### config.mk
export PLATFORM = sky130hd
export DESIGN_NAME = cmd_spi_rx
export DESIGN_NICKNAME = d
export VERILOG_FILES = /design/src/rtl/cmd_spi_rx.sv
export SDC_FILE = /design/constraint.sdc
export NUM_CORES = 1
export LEC_CHECK = 0
export BUFFER_PORTS_ARGS = -buffer_cell sky130_fd_sc_hd__buf_2
export CAP_MARGIN = 20
export CORE_ASPECT_RATIO = 2
export CORE_MARGIN = 5
export CORE_UTILIZATION = 30
export CTS_CLUSTER_SIZE = 20
export DETAILED_ROUTE_END_ITERATION = 8
export GPL_TIMING_DRIVEN = 0
export PLACE_DENSITY_LB_ADDON = 0.05
export REMOVE_ABC_BUFFERS = 1
export SETUP_SLACK_MARGIN = 0.02
export SLEW_MARGIN = 0
export SYNTH_ARGS = -nofsm -noshare
export SYNTH_HDL_FRONTEND = slang
export SYNTH_SLANG_ARGS = --single-unit
### constraint.sdc
create_clock -name CLK -period 61.8 [get_ports CLK]
set_input_delay 6.18 -clock CLK [delete_from_list [all_inputs] [get_ports CLK]]
set_output_delay 6.18 -clock CLK [all_outputs]
set_load 0.01 [all_outputs]
### src/rtl/cmd_spi_rx.sv
// SPI command receiver: collects opcode/payload/checksum frames from an MCU and
// commits validated DDS command or system-time words into output registers.
module cmd_spi_rx #(
    parameter int SYNC_STAGES = 2
) (
    input  logic        CLK,
    input  logic        RESET,
    input  logic        SCK,
    input  logic        CS_N,
    input  logic        MOSI,
    output logic [47:0] FREQ,
    output logic [47:0] FREQ_STEP,
    output logic [31:0] FREQ_RATE,
    output logic [63:0] TIME_START,
    output logic [15:0] N_impulse,
    output logic [1:0]  TYPE_impulse,
    output logic [31:0] Interval_Ti,
    output logic [31:0] Interval_Tp,
    output logic [31:0] Tblank1,
    output logic [31:0] Tblank2,
    output logic        SPI_WR,
    output logic [63:0] SYS_TIME,
    output logic        SYS_TIME_UPDATE,
    output logic        FRAME_ERR,
    output logic        BUSY
);

    localparam logic [7:0] OP_CMD   = 8'hA5;
    localparam logic [7:0] OP_TIME  = 8'h5A;
    localparam logic [5:0] CMD_LEN  = 6'd43;
    localparam logic [5:0] TIME_LEN = 6'd9;

    typedef enum logic [2:0] {IDLE, OPCODE, PAYLOAD, CHECK, SKIP} state_t;

    logic [SYNC_STAGES-1:0] sck_sync, cs_sync, mosi_sync;
    logic                   sck_prev, cs_prev;
    logic                   sck_s, cs_s, mosi_s;
    logic                   sck_rise, cs_rise, cs_fall;

    state_t       state;
    logic [2:0]   bit_cnt;
    logic [5:0]   byte_cnt;
    logic [7:0]   shift;
    logic [7:0]   xor_acc;
    logic [7:0]   rx_byte;
    logic         is_time;
    logic [5:0]   payload_len;
    logic [343:0] shadow;

    // Chains reset low so a CS_N already held low after reset never looks like a falling edge.
    always_ff @(posedge CLK or posedge RESET) begin
        if (RESET) begin
            sck_sync  <= '0;
            cs_sync   <= '0;
            mosi_sync <= '0;
            sck_prev  <= 1'b0;
            cs_prev   <= 1'b0;
        end else begin
            sck_sync  <= {sck_sync[SYNC_STAGES-2:0], SCK};
            cs_sync   <= {cs_sync[SYNC_STAGES-2:0], CS_N};
            mosi_sync <= {mosi_sync[SYNC_STAGES-2:0], MOSI};
            sck_prev  <= sck_s;
            cs_prev   <= cs_s;
        end
    end

    assign sck_s       = sck_sync[SYNC_STAGES-1];
    assign cs_s        = cs_sync[SYNC_STAGES-1];
    assign mosi_s      = mosi_sync[SYNC_STAGES-1];
    assign sck_rise    = sck_s & ~sck_prev;
    assign cs_rise     = cs_s & ~cs_prev;
    assign cs_fall     = ~cs_s & cs_prev;
    assign rx_byte     = {shift[6:0], mosi_s};
    assign payload_len = is_time ? TIME_LEN : CMD_LEN;

    always_ff @(posedge CLK or posedge RESET) begin
        if (RESET) begin
            state           <= IDLE;
            bit_cnt         <= '0;
            byte_cnt        <= '0;
            shift           <= '0;
            xor_acc         <= '0;
            is_time         <= 1'b0;
            shadow          <= '0;
            FREQ            <= '0;
            FREQ_STEP       <= '0;
            FREQ_RATE       <= '0;
            TIME_START      <= '0;
            N_impulse       <= '0;
            TYPE_impulse    <= '0;
            Interval_Ti     <= '0;
            Interval_Tp     <= '0;
            Tblank1         <= '0;
            Tblank2         <= '0;
            SPI_WR          <= 1'b0;
            SYS_TIME        <= '0;
            SYS_TIME_UPDATE <= 1'b0;
            FRAME_ERR       <= 1'b0;
            BUSY            <= 1'b0;
        end else begin
            SPI_WR    <= 1'b0;
            FRAME_ERR <= 1'b0;
            if (state == IDLE) begin
                if (cs_fall) begin
                    state    <= OPCODE;
                    bit_cnt  <= '0;
                    byte_cnt <= '0;
                    xor_acc  <= '0;
                    BUSY     <= 1'b1;
                end
            end else if (cs_rise) begin
                // Early deselect is an error only once at least one bit of a live frame arrived.
                state <= IDLE;
                BUSY  <= 1'b0;
                if (state == PAYLOAD || state == CHECK || (state == OPCODE && bit_cnt != 3'd0))
                    FRAME_ERR <= 1'b1;
            end else if (sck_rise) begin
                bit_cnt <= bit_cnt + 3'd1;
                shift   <= rx_byte;
                if (bit_cnt == 3'd7) begin
                    if (byte_cnt != 6'h3F)
                        byte_cnt <= byte_cnt + 6'd1;
                    xor_acc <= xor_acc ^ rx_byte;
                    case (state)
                        OPCODE: begin
                            if (rx_byte == OP_CMD || rx_byte == OP_TIME) begin
                                is_time <= (rx_byte == OP_TIME);
                                state   <= PAYLOAD;
                            end else begin
                                state     <= SKIP;
                                FRAME_ERR <= 1'b1;
                            end
                        end
                        PAYLOAD: begin
                            shadow <= {shadow[335:0], rx_byte};
                            if (byte_cnt == payload_len)
                                state <= CHECK;
                        end
                        CHECK: begin
                            state <= SKIP;
                            if ((xor_acc ^ rx_byte) == 8'h00) begin
                                if (is_time) begin
                                    SYS_TIME        <= shadow[71:8];
                                    SYS_TIME_UPDATE <= shadow[0];
                                end else begin
                                    FREQ         <= shadow[343:296];
                                    FREQ_STEP    <= shadow[295:248];
                                    FREQ_RATE    <= shadow[247:216];
                                    TIME_START   <= shadow[215:152];
                                    N_impulse    <= shadow[151:136];
                                    TYPE_impulse <= shadow[129:128];
                                    Interval_Ti  <= shadow[127:96];
                                    Interval_Tp  <= shadow[95:64];
                                    Tblank1      <= shadow[63:32];
                                    Tblank2      <= shadow[31:0];
                                    SPI_WR       <= 1'b1;
                                end
                            end else begin
                                FRAME_ERR <= 1'b1;
                            end
                        end
                        default: ;
                    endcase
                end
            end
        end
    end

endmodule

==> metrics.md <==
| Metric | Value |
|---|---|
| Largest net degree at the start of global routing | `122` |
| Clock root cell | `clkbuf_16` |
| Synth top cells by count | `786 x dfrtp_1, 755 x mux2_2, 33 x buf_2, 31 x buf_4, 27 x o21ai_0` |
| Setup TNS | `0 ps` |
| Worst-path maximum fanout | `121` |
| GRT Total Usage | `12.8%` |
| Synth Cell Area | `29500 µm²` |
| Clock sink count | `786` |
| GR Util met1 | `16.7%` |
| Sw power | `0.232 mW` |
| Outcome | `completed` |
| GRT overflow | `0` |
| Final WL | `67100 µm` |
| H-tree depth | `3` |
| Insertion delay to the later sink of the worst-skew pair | `640 ps` |
| I/O pin cnt | `411` |
| Req. time, crit path | `62550 ps` |
| Final core utilization | `37.6%` |
| Post-synthesis mux area share | `28.9%` |
| Cell Chain, Critical Path | `buf_2 -> inv_8 -> buf_16 -> buf_16 -> buf_16` |
| Synthesized flop and latch total | `786` |
| ANT cells | `0` |
| Yosys warning count | `0` |
| Post-synth top area share | `66.7%` |
| R2R depth | `14` |
| Hold Buf Count CTS | `0` |
| Buffer and inverter count on the worst path | `5` |
| HP Class | `reg2reg` |
| Register area share after synthesis | `66.7%` |
| Kind of end point of the critical path | `async pin` |
| Critical Path Most Common Cell | `buf_16` |
| Core footprint | `97500 µm²` |
| Comb pwr share | `2.6%` |
| Compound-Gate Fraction of Synth Area | `0.938%` |
| Mean Syn Cell Area | `16.8 µm²` |
| Simple-Gate Fraction of Synth Area | `1.29%` |
| Unrepaired setup endpoints after global routing | `no` |
| Critical R2R Capture | `TIME_START[59]` |
| CP arrival | `8450 ps` |
| Max capacitance violation total | `0` |
| R2r setup slk | `57910 ps` |
| Slew HR | `49.9%` |
| CP peak stage delay | `490 ps` |
| Grt met3 use | `4.68%` |
| Worst-path clk slew | `60 ps` |
| Initial antenna violation count | `2` |
| CTS tree | `built` |
| Xor-xnor portion of the synthesized cell area | `0.238%` |
| DRC viols | `0` |
| CP top delay family | `buffers and inverters` |
| GRT busiest layer | `met2` |
| Synth area leaders | `dfrtp_1 67%, mux2_2 29%, buf_4 0.79%, buf_2 0.56%, o21ai_0 0.46%` |
| Vias in the first global route | `17800` |
| Most numerous cell in the Yosys netlist | `dfrtp_1` |
| Max Fclk | `130 MHz` |
| Layout cell share with drive strength beyond 1 | `60.1%` |
| Pwr dens | `29.3 nW/µm²` |
| Via density per instance | `4.46` |
| DPL Wire Length | `47400 µm` |
| Worst path slowest cell | `buf_16` |
| IO buf count | `410` |
| GP Congestion | `0.694` |
| Final net count | `2256` |
| Initial Utilization | `30.2%` |
| Cell taking the most area after synthesis | `dfrtp_1` |
| Crit path kind | `in2async` |
| Worst Setup SP | `RESET` |
| Mapped Cells | `1759` |
| Post-CTS sizing | `0` |
| Worst slack, placed | `53360 ps` |
| FP Rows | `162` |
| Final Max Slew Viols | `0` |
| Worst r2r src | `bit_cnt[0]` |
| Synth Area in Adders | `0.170%` |
| Final setup margin | `54100 ps` |
| Vias | `16200` |
| Final setup violation count | `0` |
| Hold Path Depth | `0` |
| Antenna viol nets, final | `0` |
| Hold Vio Cnt, Final | `0` |
| Largest family of logic cells by synthesized area | `multiplexers` |
| DR iter-0 viols | `564` |
| Post-synth EDFFs | `0` |
| GRT met2 Usage | `19.9%` |
| Leak | `19.4 nW` |
| CP Capture Point | `FREQ[35]` |
| Area Growth Syn to Fin | `24.5%` |
| Post-CTS Setup Bufs | `0` |
| Chip Height | `453 µm` |
| Tcrit/Tclk final | `12.5%` |
| Worst ir drop on vdd | `0.0000196 V` |
| Sequential power share | `49.1%` |
| Die area | `105000 µm²` |
| WP depth | `5` |
| CTS max path bufs | `3` |
| Setup Skew | `21.5 ps` |
| Startpoint Class | `input pin` |
| Cell-internal power | `0.844 mW` |
| Synth cell types | `42` |
| CTS Buf Count | `78` |
| Clock share of power | `48.4%` |
| Prevailing post-synth register cell | `dfrtp_1` |
| Switching Fraction | `21.6%` |
| Drt pass-1 iters | `4` |
| Global-route wire length before repair | `108000 µm` |
| Synth async-reset ratio | `100%` |
| Worst-Margin Slew | `749 ps` |
| Width of the die | `232 µm` |
| Routed len/inst | `18.5 µm` |
| Clock period minus worst slack | `7700 ps` |
-- worst min path at each step --
stage,from,to,slack [ps]
3_5_place_dp,mosi_sync[0],mosi_sync[1],340
5_1_grt,mosi_sync[0],mosi_sync[1],360
6_report,mosi_sync[0],mosi_sync[1],350
3_3_place_gp,cs_sync[0],cs_sync[1],340
4_1_cts,mosi_sync[0],mosi_sync[1],350
2_1_floorplan,cs_sync[0],cs_sync[1],330
-- layer usage --
metal / vias to the layer above / wire length, µm
met4: 4 / 1480
met2: 402 / 31000
met3: 89 / 5310
met5: - / 27
met1: 8431 / 29300
li1: 7246 / -
-- worst register-to-register path: stages (launching register included) --
cell,delay [ps]
dfrtp_1,380
ha_1,160
ha_1,160
and4b_1,230
nand2_1,120
or2_0,350
nor4b_4,730
buf_8,240
buf_8,170
buf_8,160
buf_6,200
buf_6,170
buf_6,200
buf_6,180
mux2_2,340
-- through the flow --
stage	std cells	instance area (µm²)	power, mW	hold slack (ps)
floorplan	1671	29000	0.555	331
global placement	3393	32700	0.565	338
detailed placement	3479	33900	0.566	337
CTS	3622	36700	1.10	352
global route	3622	36700	1.13	360
finish	3622	36700	1.08	349
-- area by class of cell --
type,instances,area [µm²]
well taps,1312,1640
clock buffers,111,2300
repair buffers,496,3210
multi-input cells,879,9310
clock inverters,32,514
fillers,9364,60800
inverters,6,30.0
flip-flops and latches,786,19700
-- flip-flops by register name, summed over array words and instances, names as in the netlist, 2 cells and up --
| register | flops |
|---|---|
| cs_sync | 2 |
| SYS_TIME | 64 |
| Interval_Ti | 32 |
| state | 3 |
| shadow | 344 |
| sck_sync | 2 |
| FREQ_RATE | 32 |
| TIME_START | 64 |
| Tblank2 | 32 |
| FREQ | 48 |
| N_impulse | 16 |
| Tblank1 | 32 |
| xor_acc | 8 |
| mosi_sync | 2 |
| TYPE_impulse | 2 |
| byte_cnt | 6 |
| Interval_Tp | 32 |
| shift | 7 |
| bit_cnt | 3 |
| FREQ_STEP | 48 |
-- cell families after synthesis --
family,after synthesis
AO/OA/AOI/OAI,48
XOR/XNOR,8
multiplexers,756
buffers and inverters,94
AND/OR/NAND/NOR,63
flip-flops,786
adder cells (fa/ha/maj),4
-- layout by cell type, fill, tap and decap left out, types with 2 or more instances in the layout --
master / n
dfrtp_1: 786
mux2_2: 755
buf_2: 410
clkbuf_16: 81
buf_6: 54
o21ai_0: 27
buf_8: 23
clkbuf_8: 16
nor2_1: 14
clkbuf_1: 14
bufinv_16: 13
nand2b_1: 11
clkinv_2: 11
nand2_1: 8
xor2_1: 8
a21oi_1: 7
buf_16: 7
inv_1: 5
or3_1: 4
nor4bb_1: 4
ha_1: 4
inv_6: 4
o31ai_1: 3
nand3_1: 3
clkinvlp_4: 3
nor2b_1: 2
nor4_1: 2
nor3_2: 2
or2_2: 2
a22o_1: 2
o22ai_1: 2
inv_8: 2
buf_4: 2
-- power by group through the flow --
stage | Sequential [mW] | Combinational [mW] | Clock (mW)
2_1_floorplan | 0.535 | 0.0196 | 0
3_3_place_gp | 0.538 | 0.0263 | 0
3_5_place_dp | 0.537 | 0.0289 | 0
4_1_cts | 0.528 | 0.0290 | 0.546
5_1_grt | 0.528 | 0.0321 | 0.566
6_report | 0.528 | 0.0275 | 0.521
(Power assumes the default switching activity.)
